==> config.mk <==
export PLATFORM = sky130hd
export DESIGN_NAME = dmi_debug_target
export DESIGN_NICKNAME = d
export VERILOG_FILES = /design/src/rtl/dmi_debug_target.sv
export SDC_FILE = /design/constraint.sdc
export NUM_CORES = 1
export LEC_CHECK = 0
export ABC_AREA = 1
export BUFFER_PORTS_ARGS = -buffer_cell sky130_fd_sc_hd__buf_2
export CAP_MARGIN = 20
export CORE_MARGIN = 2
export CORE_UTILIZATION = 40
export DETAILED_ROUTE_END_ITERATION = 8
export PLACE_DENSITY = 0.66
export SLEW_MARGIN = 20
export SYNTH_ARGS = -nofsm -noshare
export SYNTH_HDL_FRONTEND = slang
export SYNTH_SLANG_ARGS = --single-unit
==> constraint.sdc <==
create_clock -name clk -period 5.11 [get_ports clk]
set_input_delay 0.7665 -clock clk [delete_from_list [all_inputs] [get_ports clk]]
set_output_delay 0.7665 -clock clk [all_outputs]
set_load 0.05 [all_outputs]
==> src/rtl/dmi_debug_target.sv <==
// Minimal RISC-V debug-module DMI slave: data0/1, dmcontrol, dmstatus, abstractcs, command,
// with a single-outstanding request/response FSM and a timed abstract-command engine.
module dmi_debug_target #(
   parameter int RESP_LATENCY = 1,
   parameter int CMD_CYCLES   = 4
) (
   input  logic        clk,
   input  logic        reset,
   input  logic        debug_req_valid,
   output logic        debug_req_ready,
   input  logic [6:0]  debug_req_bits_addr,
   input  logic [1:0]  debug_req_bits_op,
   input  logic [31:0] debug_req_bits_data,
   output logic        debug_resp_valid,
   input  logic        debug_resp_ready,
   output logic [1:0]  debug_resp_bits_resp,
   output logic [31:0] debug_resp_bits_data,
   output logic        halted
);

   localparam logic [6:0] A_DATA0 = 7'h04;
   localparam logic [6:0] A_DATA1 = 7'h05;
   localparam logic [6:0] A_DMCTL = 7'h10;
   localparam logic [6:0] A_DMSTS = 7'h11;
   localparam logic [6:0] A_ACS   = 7'h16;
   localparam logic [6:0] A_CMD   = 7'h17;
   localparam logic [3:0] LAT_INIT = 4'(RESP_LATENCY - 1);
   localparam logic [7:0] CMD_INIT = 8'(CMD_CYCLES);

   typedef enum logic [1:0] {S_IDLE, S_WAIT, S_RESP} state_t;

   state_t      state, state_nxt;
   logic [3:0]  lat_cnt;
   logic [31:0] data0, data1;
   logic        dmactive, haltreq, busy;
   logic [2:0]  cmderr;
   logic [7:0]  cmd_cnt;
   logic [15:0] cmd_regno;
   logic        cmd_load;
   logic        accept, is_rd, is_wr, data_access;
   logic [31:0] rd_mux;

   assign accept      = debug_req_valid && debug_req_ready;
   assign is_rd       = (debug_req_bits_op == 2'd1);
   assign is_wr       = (debug_req_bits_op == 2'd2);
   assign data_access = (is_rd || is_wr) &&
                        (debug_req_bits_addr == A_DATA0 || debug_req_bits_addr == A_DATA1);

   always_comb begin
      state_nxt        = state;
      debug_req_ready  = 1'b0;
      debug_resp_valid = 1'b0;
      case (state)
         S_IDLE: begin
            debug_req_ready = 1'b1;
            if (debug_req_valid)
               state_nxt = (RESP_LATENCY == 1) ? S_RESP : S_WAIT;
         end
         S_WAIT: if (lat_cnt <= 4'd1) state_nxt = S_RESP;
         S_RESP: begin
            debug_resp_valid = 1'b1;
            if (debug_resp_ready) state_nxt = S_IDLE;
         end
         default: state_nxt = S_IDLE;
      endcase
   end

   always_comb begin
      rd_mux = 32'h0;
      case (debug_req_bits_addr)
         A_DATA0: rd_mux = data0;
         A_DATA1: rd_mux = data1;
         A_DMCTL: rd_mux = {haltreq, 30'h0, dmactive};
         A_DMSTS: rd_mux = {20'h0, ~halted, ~halted, halted, halted, 1'b1, 3'b000, 4'd2};
         A_ACS:   rd_mux = {19'h0, busy, 1'b0, cmderr, 4'h0, 4'd2};
         default: rd_mux = 32'h0;
      endcase
   end

   always_ff @(posedge clk) begin
      if (reset) begin
         state                <= S_IDLE;
         lat_cnt              <= 4'h0;
         debug_resp_bits_resp <= 2'd0;
         debug_resp_bits_data <= 32'h0;
         data0                <= 32'h0;
         data1                <= 32'h0;
         dmactive             <= 1'b0;
         haltreq              <= 1'b0;
         halted               <= 1'b0;
         busy                 <= 1'b0;
         cmderr               <= 3'd0;
         cmd_cnt              <= 8'h0;
         cmd_regno            <= 16'h0;
         cmd_load             <= 1'b0;
      end else begin
         state <= state_nxt;
         if (accept)
            lat_cnt <= LAT_INIT;
         else if (state == S_WAIT && lat_cnt != 4'd0)
            lat_cnt <= lat_cnt - 4'd1;

         if (dmactive && haltreq) halted <= 1'b1;

         // Completion runs regardless of the transaction FSM; later accept effects override it
         if (busy) begin
            if (cmd_cnt <= 8'd1) begin
               busy <= 1'b0;
               if (cmd_load) data0 <= {16'h0, cmd_regno};
            end else begin
               cmd_cnt <= cmd_cnt - 8'd1;
            end
         end

         if (accept) begin
            debug_resp_bits_resp <= (debug_req_bits_op == 2'd3) ? 2'd2 : 2'd0;
            debug_resp_bits_data <= is_rd ? rd_mux : 32'h0;

            if (data_access && busy) begin
               if (cmderr == 3'd0) cmderr <= 3'd1;
            end else if (is_wr) begin
               case (debug_req_bits_addr)
                  A_DATA0: data0 <= debug_req_bits_data;
                  A_DATA1: data1 <= debug_req_bits_data;
                  A_DMCTL: begin
                     dmactive <= debug_req_bits_data[0];
                     if (!debug_req_bits_data[0]) begin
                        data0   <= 32'h0;
                        data1   <= 32'h0;
                        haltreq <= 1'b0;
                        cmderr  <= 3'd0;
                        busy    <= 1'b0;
                        halted  <= 1'b0;
                     end else begin
                        haltreq <= debug_req_bits_data[31];
                        if (debug_req_bits_data[31])      halted <= 1'b1;
                        else if (debug_req_bits_data[30]) halted <= 1'b0;
                     end
                  end
                  A_ACS: cmderr <= cmderr & ~debug_req_bits_data[10:8];
                  A_CMD: begin
                     if (cmderr != 3'd0) begin
                        cmderr <= cmderr;
                     end else if (busy) begin
                        cmderr <= 3'd1;
                     end else if (debug_req_bits_data[31:24] != 8'h0) begin
                        cmderr <= 3'd2;
                     end else if (!halted) begin
                        cmderr <= 3'd4;
                     end else begin
                        busy      <= 1'b1;
                        cmd_cnt   <= CMD_INIT;
                        cmd_regno <= debug_req_bits_data[15:0];
                        cmd_load  <= debug_req_bits_data[17] && !debug_req_bits_data[16];
                     end
                  end
                  default: ;
               endcase
            end
         end
      end
   end

endmodule
Yosys cells after proc, flatten, opt, wreduce, memory -nomap -nowiden
Index checks and enable logic that the tools add are counted.

cells by class
  bitwise logic cells = 7
  order comparisons = 2
  eq/ne operators = 19
  add/subtract/negate cells = 2
  multiplexer cells = 58
  reductions and logical operators = 23

operators with widths
  operator                                                                           count
  32-bit two-way mux                                                                 9
  32-bit case mux with 5 select lines                                                1
  32-bit case mux with 2 select lines                                                2
  8-bit two-way mux                                                                  10
  7-bit by 5-bit equality test with 1-bit output (second input constant)             4
  3-bit two-way mux                                                                  8
  1-bit two-way mux                                                                  21
  7-bit by 3-bit equality test with 1-bit output (second input constant)             2
  3-bit case mux with 3 select lines                                                 1
  8-bit by 1-bit less-or-equal comparator with 1-bit output (second input constant)  1
  2-bit two-way mux                                                                  4
  2-bit != test (second input constant)                                              4
  8-bit AND reduction                                                                1
  4-bit nonzero test                                                                 2
  8-bit nonzero test                                                                 1
  8-bit by 1-bit subtractor with 8-bit output (second input constant)                1
  7-bit AND reduction                                                                1
  2-bit equality test (second input constant)                                        3
  1-bit logical AND                                                                  6
  3-bit != test (second input constant)                                              2
  2-bit case mux with 3 select lines                                                 1
  5-bit != test (second input constant)                                              1
  1-bit inverter                                                                     5
  5-bit AND reduction                                                                1
  other kinds (16)                                                                   19

word-level totals
  output and inout bits = 37
  register bits = 136
  word-level logic and storage cells = 125
  input port bits = 45

Depth between registers and ports, before layout
  word-level depth = 11
  depth in mapped cells = 12
  mapped depth without buffers = 12

Least setup slack after synthesis
Ideal clock, no wire load.

  path kind = input to register
  start = input debug_req_bits_addr[5]
  end = register cmd_load
  slack = 3.178 ns
  data required time = 4.986 ns
  stages on the path = 10
  buffers on the path = 2
  setup time = 0.124 ns
  data arrival time = 1.808 ns
  cells stage by stage = nor2_1 nand2_2 inv_2 nand3_1 nor2_1 nand2_1 buf_4 buf_6 nand3_1 o41ai_2

between the ends
  word-level cells in the longest chain between the ends = 6
  elaborated cells between the ends (all ways) = 8
  classes of those cells = 3 x eq/ne; 1 x bitwise; 4 x reduce/logical

ends and longest elaborated chain
  item                                            line  source
  start: declaration                              11    input logic [6:0] debug_req_bits_addr,
  7-bit by 3-bit equality test with 1-bit output  47    (debug_req_bits_addr == A_DATA0 || debug_req_bits_addr == A_DATA1);
  1-bit logical OR                                47
  1-bit logical AND                               46    assign data_access = (is_rd || is_wr) &&
  1-bit logical AND                               119   if (data_access && busy) begin
  1-bit inverter (no line)                        n/a
  8-bit AND reduction (no line) (*)               n/a
  end signal: assignment                          154   cmd_load <= debug_req_bits_data[17] && !debug_req_bits_data[16];
  end: declaration                                39    logic cmd_load;

Every way passes the cells marked *; elsewhere a longest branch is shown, timed or not.
A chain may end at the register's enable or synchronous reset.

Worst setup path in the final report
  start = input debug_req_valid
  end = register busy

between the ends
  word-level cells in the longest chain between the ends = 2

ends and longest elaborated chain
  item                    line  source
  start: declaration      9     input logic debug_req_valid,
  1-bit logical AND       43    assign accept = debug_req_valid && debug_req_ready;
  1-bit two-way mux       115   if (accept) begin
  end signal: assignment  108   busy <= 1'b0;
  end signal: assignment  132   busy <= 1'b0;
  end signal: assignment  151   busy <= 1'b1;
  end: declaration        35    logic dmactive, haltreq, busy;

Every way passes these cells.

==> run summary <==
Worst hold margin - 460 ps
Worst max-slew margin expressed relative to the limit - 0.519
Clock network latency to the later pin of the worst-skew pair - 420 ps
Maximum resistive drop on vdd - 0.230 mV
Kind of launch point of the worst setup path - input port
Area post-placement - 6300 sq um
Wirelength per Cell - 14.9 um
LEAKAGE - 2.84 nW
Max-slew violations - 0
# placed instances - 1,036
Horiz. Die Dim - 125 um
Worst path required time - 5460 ps
Total of max-cap violations - 0
Simple-gate share of the synthesized area - 0.309
First-pass GRT wire length - 26,400 um
Count of final hold-check violations - 0
Layout cell share with drive strength beyond 1 - 0.158
Number of standard cells after synthesis - 816
Setup TNS after final layout - 0 ps
Minimum clock period after layout - 2560 ps
Setup WS pre-CTS - 2100 ps
Clock skew after layout - 6.25 ps
Antenna Violating Nets Remaining - 0
Endpoint type of the worst setup path - flip-flop
# rows - 44
TritonCTS clock tree - done
Layout overhead on the synthesized area - 16.9%
Post-Layout Inst Area - 6860 sq um
Number of distinct standard cells referenced by the synthesized netlist - 37
Gp weighted congestion - 0.923
Post-CTS setup-driven buffer insertion count - 0
Transition at the pin with the smallest max-transition slack - 720 ps
Final HPWL from detailed placement - 9920 um
Non-filler instance count after layout - 1,066
RSZ-0062 raised after global routing - false
Result of the run - finished clean
Via count - 5,582
Slowest library cell on the worst path - sky130_fd_sc_hd__nand2_1
Residual DRC - 0
Maximum fanout count along the critical path - 37
Share of the synthesized area in compound gates (AO/OA/AOI/OAI) - 0.160
Total Power Consumption - 2.29 mW
Clock slew seen by the registers of the worst setup and hold paths - 50 ps
Class of the tightest hold or removal check - reg2reg
Global-route usage over all layers - 0.207
Fin util - 0.475
Clock root buffer - sky130_fd_sc_hd__clkbuf_16
Number of synthesis warnings - 0
Post-cts gate resize count - 0
WL final - 15,900 um
Antenna violations before repair - 0
Dominant combinational cell family by area after synthesis - simple AND/OR/NAND/NOR gates
Cell with the most instances on the worst path - sky130_fd_sc_hd__nand2_1
Initial DRT Pass Iterations - 5
Antenna diode count - 0
Overall die area - 15,600 sq um
Final count of negative-setup-slack endpoints - 0
Maximum clock frequency - 391 MHz
Synthesized area - 5860 sq um
Number of clock buffers inserted by TritonCTS - 17
Number of primary I/O pins - 82
Buffers added on ports - 80
Worst-path cell chain - buf_2 -> inv_1 -> nor2_4 -> buf_4 -> nand2_1 -> nor3_1 -> nand2_1 -> inv_2 -> o21ai_0 -> a31oi_1
Register area share after synthesis - 0.444
Synthesized netlist net count - 866
Slowest Stage Delay on Critical Path - 460 ps
Area contributors post-synth - sky130_fd_sc_hd__dfxtp_1, sky130_fd_sc_hd__nand2_1, sky130_fd_sc_hd__a21oi_1
Fin worst setup slack - 2550 ps
Top cell type by total area after synthesis - sky130_fd_sc_hd__dfxtp_1
Maximum root-to-sink buffer count - 2
Placeable core area - 14,400 sq um
Post-synthesis share of cell area spent on full adders, half adders and majority gates - 0.0107
Average vias per placed instance - 5.24
Xor and xnor area share after synthesis - 0.00299
First-iteration detailed-routing DRC count - 393
Multiplexer share of the synthesized area - 0
Critical Setup Path Class - in2reg
Mean Syn Cell Area - 7.19 sq um
Sinks on Clock Net - 130
Initial Utilization - 0.407
Count of state elements after synthesis - 130
Count of filler cells inserted in the layout - 1,484
Fin nets - 921
Total congestion overflow after global routing - 0
Power density over the cells - 334 nW/um^2
Share of the synthesized area in the top cell type - 0.444
Via count of the first global-routing pass - 5,341
Fin crit share - 0.501
Pin count of the biggest net entering global routing - 64
Hold Buf Count CTS - 0
Deepest level of the CTS H-tree - 4
Die span in y - 125 um
Arrival time worst endpoint - 2910 ps
final timing paths:
check                                     endpoint  cells after the start                                  start  slack, ps
max                                busy$_SDFF_PP0_                     10                        debug_req_valid       2550
min          debug_resp_bits_data[14]$_SDFFE_PP0P_                      2  debug_resp_bits_data[14]$_SDFFE_PP0P_        460
max reg2reg                        busy$_SDFF_PP0_                      8                  state[1]$_SDFFE_PP0P_       2640
min reg2reg  debug_resp_bits_data[14]$_SDFFE_PP0P_                      2  debug_resp_bits_data[14]$_SDFFE_PP0P_        460
layout make-up:
| type | count | area, sq um | share of cell area |
|---|---|---|---|
| Clock buffer | 24 | 482 | 0.0702 |
| Inverter | 43 | 164 | 0.0239 |
| Multi-Input combinational cell | 591 | 2840 | 0.414 |
| Tap cell | 184 | 230 | 0.0336 |
| Clock inverter | 6 | 80.1 | 0.0117 |
| Sequential cell | 130 | 2600 | 0.379 |
| Timing Repair Buffer | 88 | 463 | 0.0675 |
report_power, final:
| part | switching (mW) | total, mW | internal, mW | leakage [nW] |
|---|---|---|---|---|
| logic | 0.0760 | 0.101 | 0.0247 | 1.51 |
| clock network | 0.428 | 1.17 | 0.747 | 0.280 |
| registers | 0.00117 | 1.02 | 1.02 | 1.05 |
worst max-delay path, delay by kind of cell:
kind / cells / cell delay, ps
AO/OA/AOI/OAI: 2 / 270
AND/OR/NAND/NOR: 4 / 890
buffers and inverters: 4 / 940
synthesized netlist by cell type, drive strengths merged:
master / number
a21oi: 110
a22oi: 1
o21a: 1
buf: 24
ha: 5
nor3b: 1
o21ai: 26
conb: 1
nor2: 67
clkinv: 3
nand4: 8
o2111ai: 1
clkbuf: 28
nand2: 226
a31oi: 1
a22o: 22
dfxtp: 130
o22ai: 2
nor3: 3
o211ai: 1
xor2: 2
or2: 1
nand3b: 1
inv: 40
nand3: 110
o41ai: 1
cell usage in the layout, fill, tap and decap left out, types with 5 or more instances in the layout:
| cell type | instances |
|---|---|
| sky130_fd_sc_hd__o21ai_0 | 16 |
| sky130_fd_sc_hd__clkbuf_16 | 17 |
| sky130_fd_sc_hd__ha_1 | 5 |
| sky130_fd_sc_hd__buf_4 | 9 |
| sky130_fd_sc_hd__dfxtp_1 | 130 |
| sky130_fd_sc_hd__a22o_1 | 22 |
| sky130_fd_sc_hd__nand4_1 | 8 |
| sky130_fd_sc_hd__nand2_2 | 5 |
| sky130_fd_sc_hd__buf_2 | 79 |
| sky130_fd_sc_hd__a21oi_1 | 110 |
| sky130_fd_sc_hd__nand3_1 | 110 |
| sky130_fd_sc_hd__inv_1 | 31 |
| sky130_fd_sc_hd__inv_2 | 8 |
| sky130_fd_sc_hd__nand2_1 | 219 |
| sky130_fd_sc_hd__nor2_1 | 59 |
| sky130_fd_sc_hd__o21ai_1 | 10 |
metal layers:
layer  up-vias  track usage  routed length (um)
li1       2820            -                   -
met1      2572        0.267                7290
met2       165        0.336                7350
met3        25       0.0505                 960
met4         0       0.0810                 302
met5         -            0                   0
cell families (layout without fill, tap and decap cells):
family                     count (synthesis)  in the layout
buffers and inverters                     95            161
AOI/OAI and AO/OA                        166            166
xor gates and xnor gates                   2              2
and+or+nand+nor                          417            417
other                                      1              1
DFF                                      130            130
adders and majority gates                  5              5
registers in the layout, summed over array words and instances, names as in the netlist:
register / count
cmd_load: 1
cmd_regno: 16
cmderr: 3
data0: 32
busy: 1
halted: 1
haltreq: 1
state: 1
data1: 32
cmd_cnt: 8
debug_resp_bits_data: 32
dmactive: 1
debug_resp_bits_resp: 1
(Power assumes the default switching activity.)
